File: src/rtl/lcd_layer_mixer.sv
// Two-stage pixel compositor: tile palette colour, N_OVL priority overlays with per-frame blink, aligned syncs.
// Define LCD_MIXER_TEST_PATTERN_EN to add the test_mode input and the 8-bar column test pattern.
module lcd_layer_mixer #(
    parameter int TILE_BITS    = 2,
    parameter int N_OVL        = 2,
    parameter int CW           = 8,
    parameter int BLINK_FRAMES = 16,
`ifdef LCD_MIXER_TEST_PATTERN_EN
    parameter int BAR_W        = 100,
`endif
    localparam int NTILE = 2 ** TILE_BITS,
    localparam int NPAL  = NTILE + N_OVL,
    localparam int PAW   = $clog2(NPAL)
) (
    input  logic                 clk,
    input  logic                 rst,
    input  logic                 de_in,
    input  logic                 hs_in,
    input  logic                 vs_in,
    input  logic                 frame_sync,
    input  logic [TILE_BITS-1:0] tile,
    input  logic [N_OVL-1:0]     ovl,
    input  logic [N_OVL-1:0]     blink_en,
`ifdef LCD_MIXER_TEST_PATTERN_EN
    input  logic                 test_mode,
`endif
    input  logic                 pal_we,
    input  logic [PAW-1:0]       pal_addr,
    input  logic [3*CW-1:0]      pal_wdata,
    output logic [CW-1:0]        R,
    output logic [CW-1:0]        G,
    output logic [CW-1:0]        B,
    output logic                 de_out,
    output logic                 hs_out,
    output logic                 vs_out
);

    function automatic logic [3*CW-1:0] pal_default(input int idx);
        logic [23:0] c;
        if (idx < NTILE) begin
            case (idx)
                0:       c = 24'hFFFFFF;
                1:       c = 24'h08FF00;
                2:       c = 24'h0000FF;
                3:       c = 24'hFF0000;
                default: c = 24'h000000;
            endcase
        end else begin
            case (idx - NTILE)
                0:       c = 24'hFF8800;
                1:       c = 24'h0808FF;
                default: c = 24'hFFFFFF;
            endcase
        end
        return {c[23 -: CW], c[15 -: CW], c[7 -: CW]};
    endfunction

    logic [3*CW-1:0]  pal_q [NPAL];
    logic [3*CW-1:0]  pal_d [NPAL];
    logic [7:0]       blink_cnt_q, blink_cnt_d;
    logic             phase_q, phase_d;
    logic             de1_q, de1_d, hs1_q, hs1_d, vs1_q, vs1_d;
    logic [3*CW-1:0]  tcol1_q, tcol1_d;
    logic [N_OVL-1:0] ovl1_q, ovl1_d;
    logic [3*CW-1:0]  rgb_q, rgb_d;
    logic             de_q, de_d, hs_q, hs_d, vs_q, vs_d;
`ifdef LCD_MIXER_TEST_PATTERN_EN
    logic [10:0]      col_q, col_d;
    logic             tm1_q, tm1_d;
    logic [3*CW-1:0]  bar1_q, bar1_d;
    logic [2:0]       bar_idx;
`endif

    // NOTE: every always_comb output gets a default first, so no path can infer a latch.
    always_comb begin
        pal_d = pal_q;
        if (pal_we && (int'(pal_addr) < NPAL))
            pal_d[pal_addr] = pal_wdata;

        blink_cnt_d = blink_cnt_q;
        phase_d     = phase_q;
        if (frame_sync) begin
            if (blink_cnt_q == 8'(BLINK_FRAMES - 1)) begin
                blink_cnt_d = '0;
                phase_d     = !phase_q;
            end else begin
                blink_cnt_d = blink_cnt_q + 8'd1;
            end
        end

        // S1: the tile read sees the palette before this edge's write.
        de1_d   = de_in;
        hs1_d   = hs_in;
        vs1_d   = vs_in;
        tcol1_d = pal_q[tile];
        for (int i = 0; i < N_OVL; i++)
            ovl1_d[i] = ovl[i] && !(blink_en[i] && !phase_q);
`ifdef LCD_MIXER_TEST_PATTERN_EN
        col_d   = de_in ? col_q + 11'd1 : '0;
        bar_idx = 3'((int'(col_q) / BAR_W) % 8);
        tm1_d   = test_mode;
        bar1_d  = {{CW{bar_idx[2]}}, {CW{bar_idx[1]}}, {CW{bar_idx[0]}}};
`endif

        // S2: ascending scan so the highest-index visible overlay wins.
        rgb_d = tcol1_q;
        for (int i = 0; i < N_OVL; i++)
            if (ovl1_q[i]) rgb_d = pal_q[NTILE + i];
`ifdef LCD_MIXER_TEST_PATTERN_EN
        if (tm1_q) rgb_d = bar1_q;
`endif
        if (!de1_q) rgb_d = '0;
        de_d = de1_q;
        hs_d = hs1_q;
        vs_d = vs1_q;
    end

    // NOTE: sequential state uses non-blocking assignments only; the palette is reset because it must reload its defaults.
    always_ff @(posedge clk) begin
        if (!rst) begin
            for (int i = 0; i < NPAL; i++)
                pal_q[i] <= pal_default(i);
            blink_cnt_q <= '0;
            phase_q     <= 1'b1;
            // Sync copies idle high so hs_out/vs_out stay inactive as reset releases.
            de1_q       <= 1'b0;
            hs1_q       <= 1'b1;
            vs1_q       <= 1'b1;
            tcol1_q     <= '0;
            ovl1_q      <= '0;
            rgb_q       <= '0;
            de_q        <= 1'b0;
            hs_q        <= 1'b1;
            vs_q        <= 1'b1;
`ifdef LCD_MIXER_TEST_PATTERN_EN
            col_q       <= '0;
            tm1_q       <= 1'b0;
            bar1_q      <= '0;
`endif
        end else begin
            pal_q       <= pal_d;
            blink_cnt_q <= blink_cnt_d;
            phase_q     <= phase_d;
            de1_q       <= de1_d;
            hs1_q       <= hs1_d;
            vs1_q       <= vs1_d;
            tcol1_q     <= tcol1_d;
            ovl1_q      <= ovl1_d;
            rgb_q       <= rgb_d;
            de_q        <= de_d;
            hs_q        <= hs_d;
            vs_q        <= vs_d;
`ifdef LCD_MIXER_TEST_PATTERN_EN
            col_q       <= col_d;
            tm1_q       <= tm1_d;
            bar1_q      <= bar1_d;
`endif
        end
    end

    assign R      = rgb_q[3*CW-1 -: CW];
    assign G      = rgb_q[2*CW-1 -: CW];
    assign B      = rgb_q[CW-1:0];
    assign de_out = de_q;
    assign hs_out = hs_q;
    assign vs_out = vs_q;

endmodule

File: config.mk
export PLATFORM = sky130hd
export DESIGN_NAME = lcd_layer_mixer
export DESIGN_NICKNAME = d
export VERILOG_FILES = /design/src/rtl/lcd_layer_mixer.sv
export SDC_FILE = /design/constraint.sdc
export NUM_CORES = 1
export LEC_CHECK = 0
export BUFFER_PORTS_ARGS = -buffer_cell sky130_fd_sc_hd__buf_2
export CORE_ASPECT_RATIO = 1.75
export CORE_UTILIZATION = 45
export CTS_CLUSTER_SIZE = 14
export DETAILED_ROUTE_END_ITERATION = 12
export PLACE_DENSITY = 0.65
export SLEW_MARGIN = 20
export SYNTH_ARGS = -nofsm -noshare
export SYNTH_HDL_FRONTEND = slang
export SYNTH_SLANG_ARGS = --single-unit
export TNS_END_PERCENT = 5
File: constraint.sdc
create_clock -name clk -period 1.4 [get_ports clk]
set_clock_uncertainty 0.15 [all_clocks]
set_input_delay 0.07 -clock clk [delete_from_list [all_inputs] [get_ports clk]]
set_output_delay 0.07 -clock clk [all_outputs]
set_load 0.02 [all_outputs]
# Yosys cells after proc, flatten, opt, wreduce, memory -nomap -nowiden
# Cells that the tools add are included.
[totals]
reg_bits = 209
in_bits = 40
output_inout_bits = 27
elab_cells = 45
[op_classes]
n_addsub = 1
magnitude_cmp = 4
n_eq_ne = 1
n_mux = 9
bitwise_logic = 2
n_reduce_logical = 11
[op_table]
columns = ["operator", "count"]
rows = [
  ["144-bit bitwise mux", 1],
  ["24-bit two-way mux", 5],
  ["24-bit binary-select mux with 3-bit select", 1],
  ["24-bit demux with 3-bit select", 1],
  ["8-bit by 1-bit adder with 8-bit output (second input constant)", 1],
  ["8-bit by 4-bit equality test with 1-bit output (second input constant)", 1],
  ["8-bit two-way mux", 1],
  ["1-bit logical AND", 6],
  ["3-bit by 4-bit greater-or-equal comparator with 1-bit output (second input constant)", 1],
  ["4-bit greater-or-equal comparator (second input constant)", 1],
  ["4-bit by 1-bit < comparator with 1-bit output (second input constant)", 1],
  ["3-bit inverter with 4-bit output", 1],
  ["2-bit AND reduction", 2],
  ["1-bit logical NOT", 3],
  ["3-bit < comparator (second input constant)", 1],
  ["2-bit inverter with 3-bit output", 1],
]

# Logic depth before layout (Yosys ltp)
[depth]
depth_word = 6
depth_mapped = 6
depth_no_buf = 4

# Worst setup path before layout
# No wires, ideal clock.
[synth_timing]
kind = "flip-flop to flip-flop"
from = "register ovl1_q[0]"
to = "register rgb_q[10]"
setup_time_ns = 0.128
arrival_time_ns = 1.220
required_time_ns = 1.122
setup_slack_ns = -0.098
path_stages_with_launch = 6
n_path_buf = 2
period_less_slack_ns = 1.498
path_cell_list = "dfxtp_1 clkbuf_1 buf_2 mux2_2 mux2i_1 nor2_1"
[synth_between]
elab_chain_cells = 2
[synth_lines]
columns = ["item", "line", "rtl"]
rows = [
  ["start: declaration", "64", "logic [N_OVL-1:0] ovl1_q, ovl1_d;"],
  ["start signal: assignment", "148", "ovl1_q <= ovl1_d;"],
  ["24-bit two-way mux (2 in a row)", "108", "if (ovl1_q[i]) rgb_d = pal_q[NTILE + i];"],
  ["end signal: assignment", "149", "rgb_q <= rgb_d;"],
  ["end: declaration", "65", "logic [3*CW-1:0] rgb_q, rgb_d;"],
]
# Every way passes these cells.
# A chain may end at the register's enable or synchronous reset.

# Worst setup path in the final report
[layout_timing]
from = "register blink_cnt_q[5]"
to = "register phase_q"
[layout_between]
elab_chain_cells = 2
[layout_lines]
columns = ["item", "line", "rtl"]
rows = [
  ["start: declaration", "60", "logic [7:0] blink_cnt_q, blink_cnt_d;"],
  ["start signal: assignment", "142", "blink_cnt_q <= blink_cnt_d;"],
  ["8-bit by 4-bit equality test with 1-bit output", "83", "if (blink_cnt_q == 8'(BLINK_FRAMES - 1)) begin"],
  ["2-bit AND reduction (no line)", "-", ""],
  ["end signal: assignment", "143", "phase_q <= phase_d;"],
  ["end: declaration", "61", "logic phase_q, phase_d;"],
]
# Every way passes these cells.

==> impl_metrics.csv <==
group,metric,value,unit
synth,syn_area,8208,sq um
timing,setup_violations,8,
grt,grt_max_degree,53,
placed_design,pre_cts_ws,-0.09774,ns
power_and_ir_drop,cellPowerDensity,1219,nW/um^2
floorplan,num_io_pins,67,
timing,final_hold_viol_count,0,
floorplan,fp.dieW,104.1,um
critical_path,worstPathRequired,1.68,ns
timing,finalSetupTns,-0.2930,ns
placed_design,dp_hpwl,11470,um
final_layout,postLayoutCoreUtil,58.58,%
timing,report.final.slew_viol_count,0,
synth,synth_cell_types,35,
power_and_ir_drop,p_switching,2885,uW
critical_path,max_stage_delay,0.55,ns
grt,grt_pass1_vias,6508,
floorplan,rows,65,
clock_network,clock_sinks,209,
synth,seq_area_frac_synth,50.98,%
final_layout,syn2layout_area_growth,28.28,%
status,status,"complete, but fails checks",
placed_design,routabilityCongestion,0.7900,
critical_path,cp_top_family,"simple AND/OR/NAND/NOR gates",
critical_path,path_buf_inv,0,
power_and_ir_drop,leakagePower,0.004313,uW
final_layout,regArea,4190,sq um
timing,min_period,1.485,ns
final_layout,layout_common_cells,"294 x nand2_1, 204 x dfxtp_1, 74 x dlygate4sd3_1",
power_and_ir_drop,p_sw_share,22.47,%
synth,synthCells,890,
synth,synth-edff-count,0,
critical_path,critPathSlowestCell,"or4_4",
drt,viasPerCell,5.113,
synth,syn_avg_cell_area,9.222,sq um
power_and_ir_drop,pwr-share-comb,9.4,%
critical_path,crit_path_start_kind,"flop",
clock_network,h-tree-depth,1,
timing,period_share,106.0,%
final_layout,num_antenna_cells,0,
clock_network,cts_tree,"built",
grt,grt_pass1_wl,33190,um
power_and_ir_drop,seq_power_share,48.5,%
clock_network,path_clk_slew,0.06,ns
final_layout,multi_input_area,3722,sq um
drt,drt_iter0_markers,340,
status,failed_checks,"setup timing",
job,drv_cap,0,
synth,syn_nets,931,
critical_path,worst-endpoint-arrival,1.77,ns
clock_network,cts_made_buffers,20,
power_and_ir_drop,fin_total_pwr,12840,uW
timing,max_freq,0.6736,GHz
drt,routed_wl,20190,um
synth,synth_area_leaders,"dfxtp_1 51%, nand2_1 13%, mux4_2 6.6%",
clock_network,worstSkewPairLatency,0.49,ns
critical_path,critPathKind,"reg2reg",
power_and_ir_drop,internal_power,9954,uW
power_and_ir_drop,ir_drop,749.4,uV
final_layout,final_common_cell,"nand2_1",
power_and_ir_drop,clock_power_share,42.0,%
floorplan,die_area,18800,sq um
critical_path,r2r_start,"blink_cnt_q[5]$_SDFFE_PN0P_",
synth,synth_largest_area_cell,"dfxtp_1",
min_path,min_from,"pal_addr[2]",
drt,post_drt_wl_per_cell,15.89,um
floorplan,initial_utilization,45.67,%
synth,synthArstFlopShare,0,%
floorplan,chipHeight,180.7,um
drt,drtPass1Iterations,5,
final_layout,fin_nets,1065,
drt,drtAntennaViolNets,0,
timing,holdWs,0.02004,ns
floorplan,core_area,17970,sq um
min_path,min_path_type,"in2reg",
synth,synth-seq-cells,209,
timing,fin_ws,-0.08452,ns
clock_network,clk_path_buf_depth,3,
synth,synth-main-ff-cell,"dfxtp_1",
critical_path,cp_cell_sequence,"or4_4, or3_1, nand3_1",
final_layout,fillerInstances,1587,
critical_path,end_kind,"flop",
synth,yosysTopAreaCellShare,50.98,%
critical_path,startpoint,"blink_cnt_q[5]$_SDFFE_PN0P_",
synth,ys.warnings.count,0,
timing,slew_headroom,66.99,%
grt,antenna_found_initial,0,
critical_path,cp_max_fo,4,
timing,rsz0062_at_grt,"true",
drt,remaining_drc_errors,0,
drt,vias,6494,
placed_design,portBuffers,66,
grt,grt_overflow,0,
clock_network,cts_root_buf,"clkbuf_16",
grt,globalRouteTotalUtil,21.79,%
timing,max_slew.worst_pin.slew,0.4952,ns
final_layout,drive_gt1_share,19.40,%
clock_network,post-cts-setup-buffer-count,0,
==> worst min-delay path, stage by stage <==
cell and delay (ns):
buf_2 0.08, or4b_1 0.14, buf_12 0.19, nand2_1 0.07, nand3_1 0.06
==> kinds of logic after synthesis <==
logic type	after synthesis	synth area share [%]
XOR/XNOR	3	0.3202
adder cells (fa/ha/maj)	1	0.1524
AND/OR/NAND/NOR	444	23.86
multiplexers	73	12.93
flip-flops	209	50.98
buffers and inverters	74	4.207
AO/OA/AOI/OAI	86	7.561
==> Yosys cell counts (3+ instances only) <==
master,number
buf_2,28
nand3_1,72
buf_6,3
o21ai_0,4
nor2_1,26
and2_1,26
or3_1,4
mux2i_1,25
nand4bb_1,3
mux4_2,24
dfxtp_1,209
nand2_1,294
clkbuf_1,36
a21boi_1,16
and4bb_2,3
nand4_1,3
a21boi_0,60
nand2b_1,4
a21oi_1,5
mux2_2,24
==> power groups by stage <==
stage / logic (uW) / clock network [uW] / registers (uW)
after detailed placement: 1040 / 0 / 6360
after CTS: 1200 / 5500 / 6230
after floorplan: 650 / 0 / 6360
after global routing: 1310 / 5770 / 6250
final: 1210 / 5400 / 6230
after global placement: 1020 / 0 / 6350
==> through the flow <==
| step | instance area (sq um) | instances |
|---|---|---|
| floorplan | 8219 | 890 |
| global placement | 9045 | 1159 |
| detailed placement | 9045 | 1159 |
| CTS | 10480 | 1270 |
| global route | 10530 | 1270 |
| finish | 10530 | 1270 |
==> per-layer routing <==
metal	wire length [um]	track usage [%]	vias to the layer above
li1	-	-	3212
met1	8811	27.64	3118
met2	10320	39.07	140
met3	756	2.170	24
met4	301	5.886	0
met5	0	0	-
==> cell type report <==
type	instances	share of cell area (%)
well taps	234	2.781
clock buffers	29	5.752
repair buffers	184	15.77
flip-flops and latches	209	39.80
multi-input cells	607	35.35
clock inverters	5	0.4753
inverters	2	0.07130
==> worst paths after layout <==
path / end / slack (ns) / cells after the start
worst max register to register: phase_q$_SDFFE_PN1P_ / -0.08 / 3
worst max-delay path: phase_q$_SDFFE_PN1P_ / -0.08 / 3
worst min-delay path: pal_q[122]$_SDFFE_PN1P_ / 0.02 / 5
worst min register to register: hs_out$_SDFF_PN1_ / 0.26 / 1
==> sequential cells by signal, indices dropped and copies added (netlist names), 2 cells and up <==
| register | cells |
|---|---|
| pal_q | 144 |
| rgb_q | 24 |
| blink_cnt_q | 8 |
| tcol1_q | 24 |
| ovl1_q | 2 |
==> what timing repair did <==
action,CTS,global route
endpoints found under the setup margin,7,54
resized for setup,4,19
endpoints found under the hold margin,162,0
pin swaps,2,3
hold buffers,77,0
(Power assumes the default switching activity.)
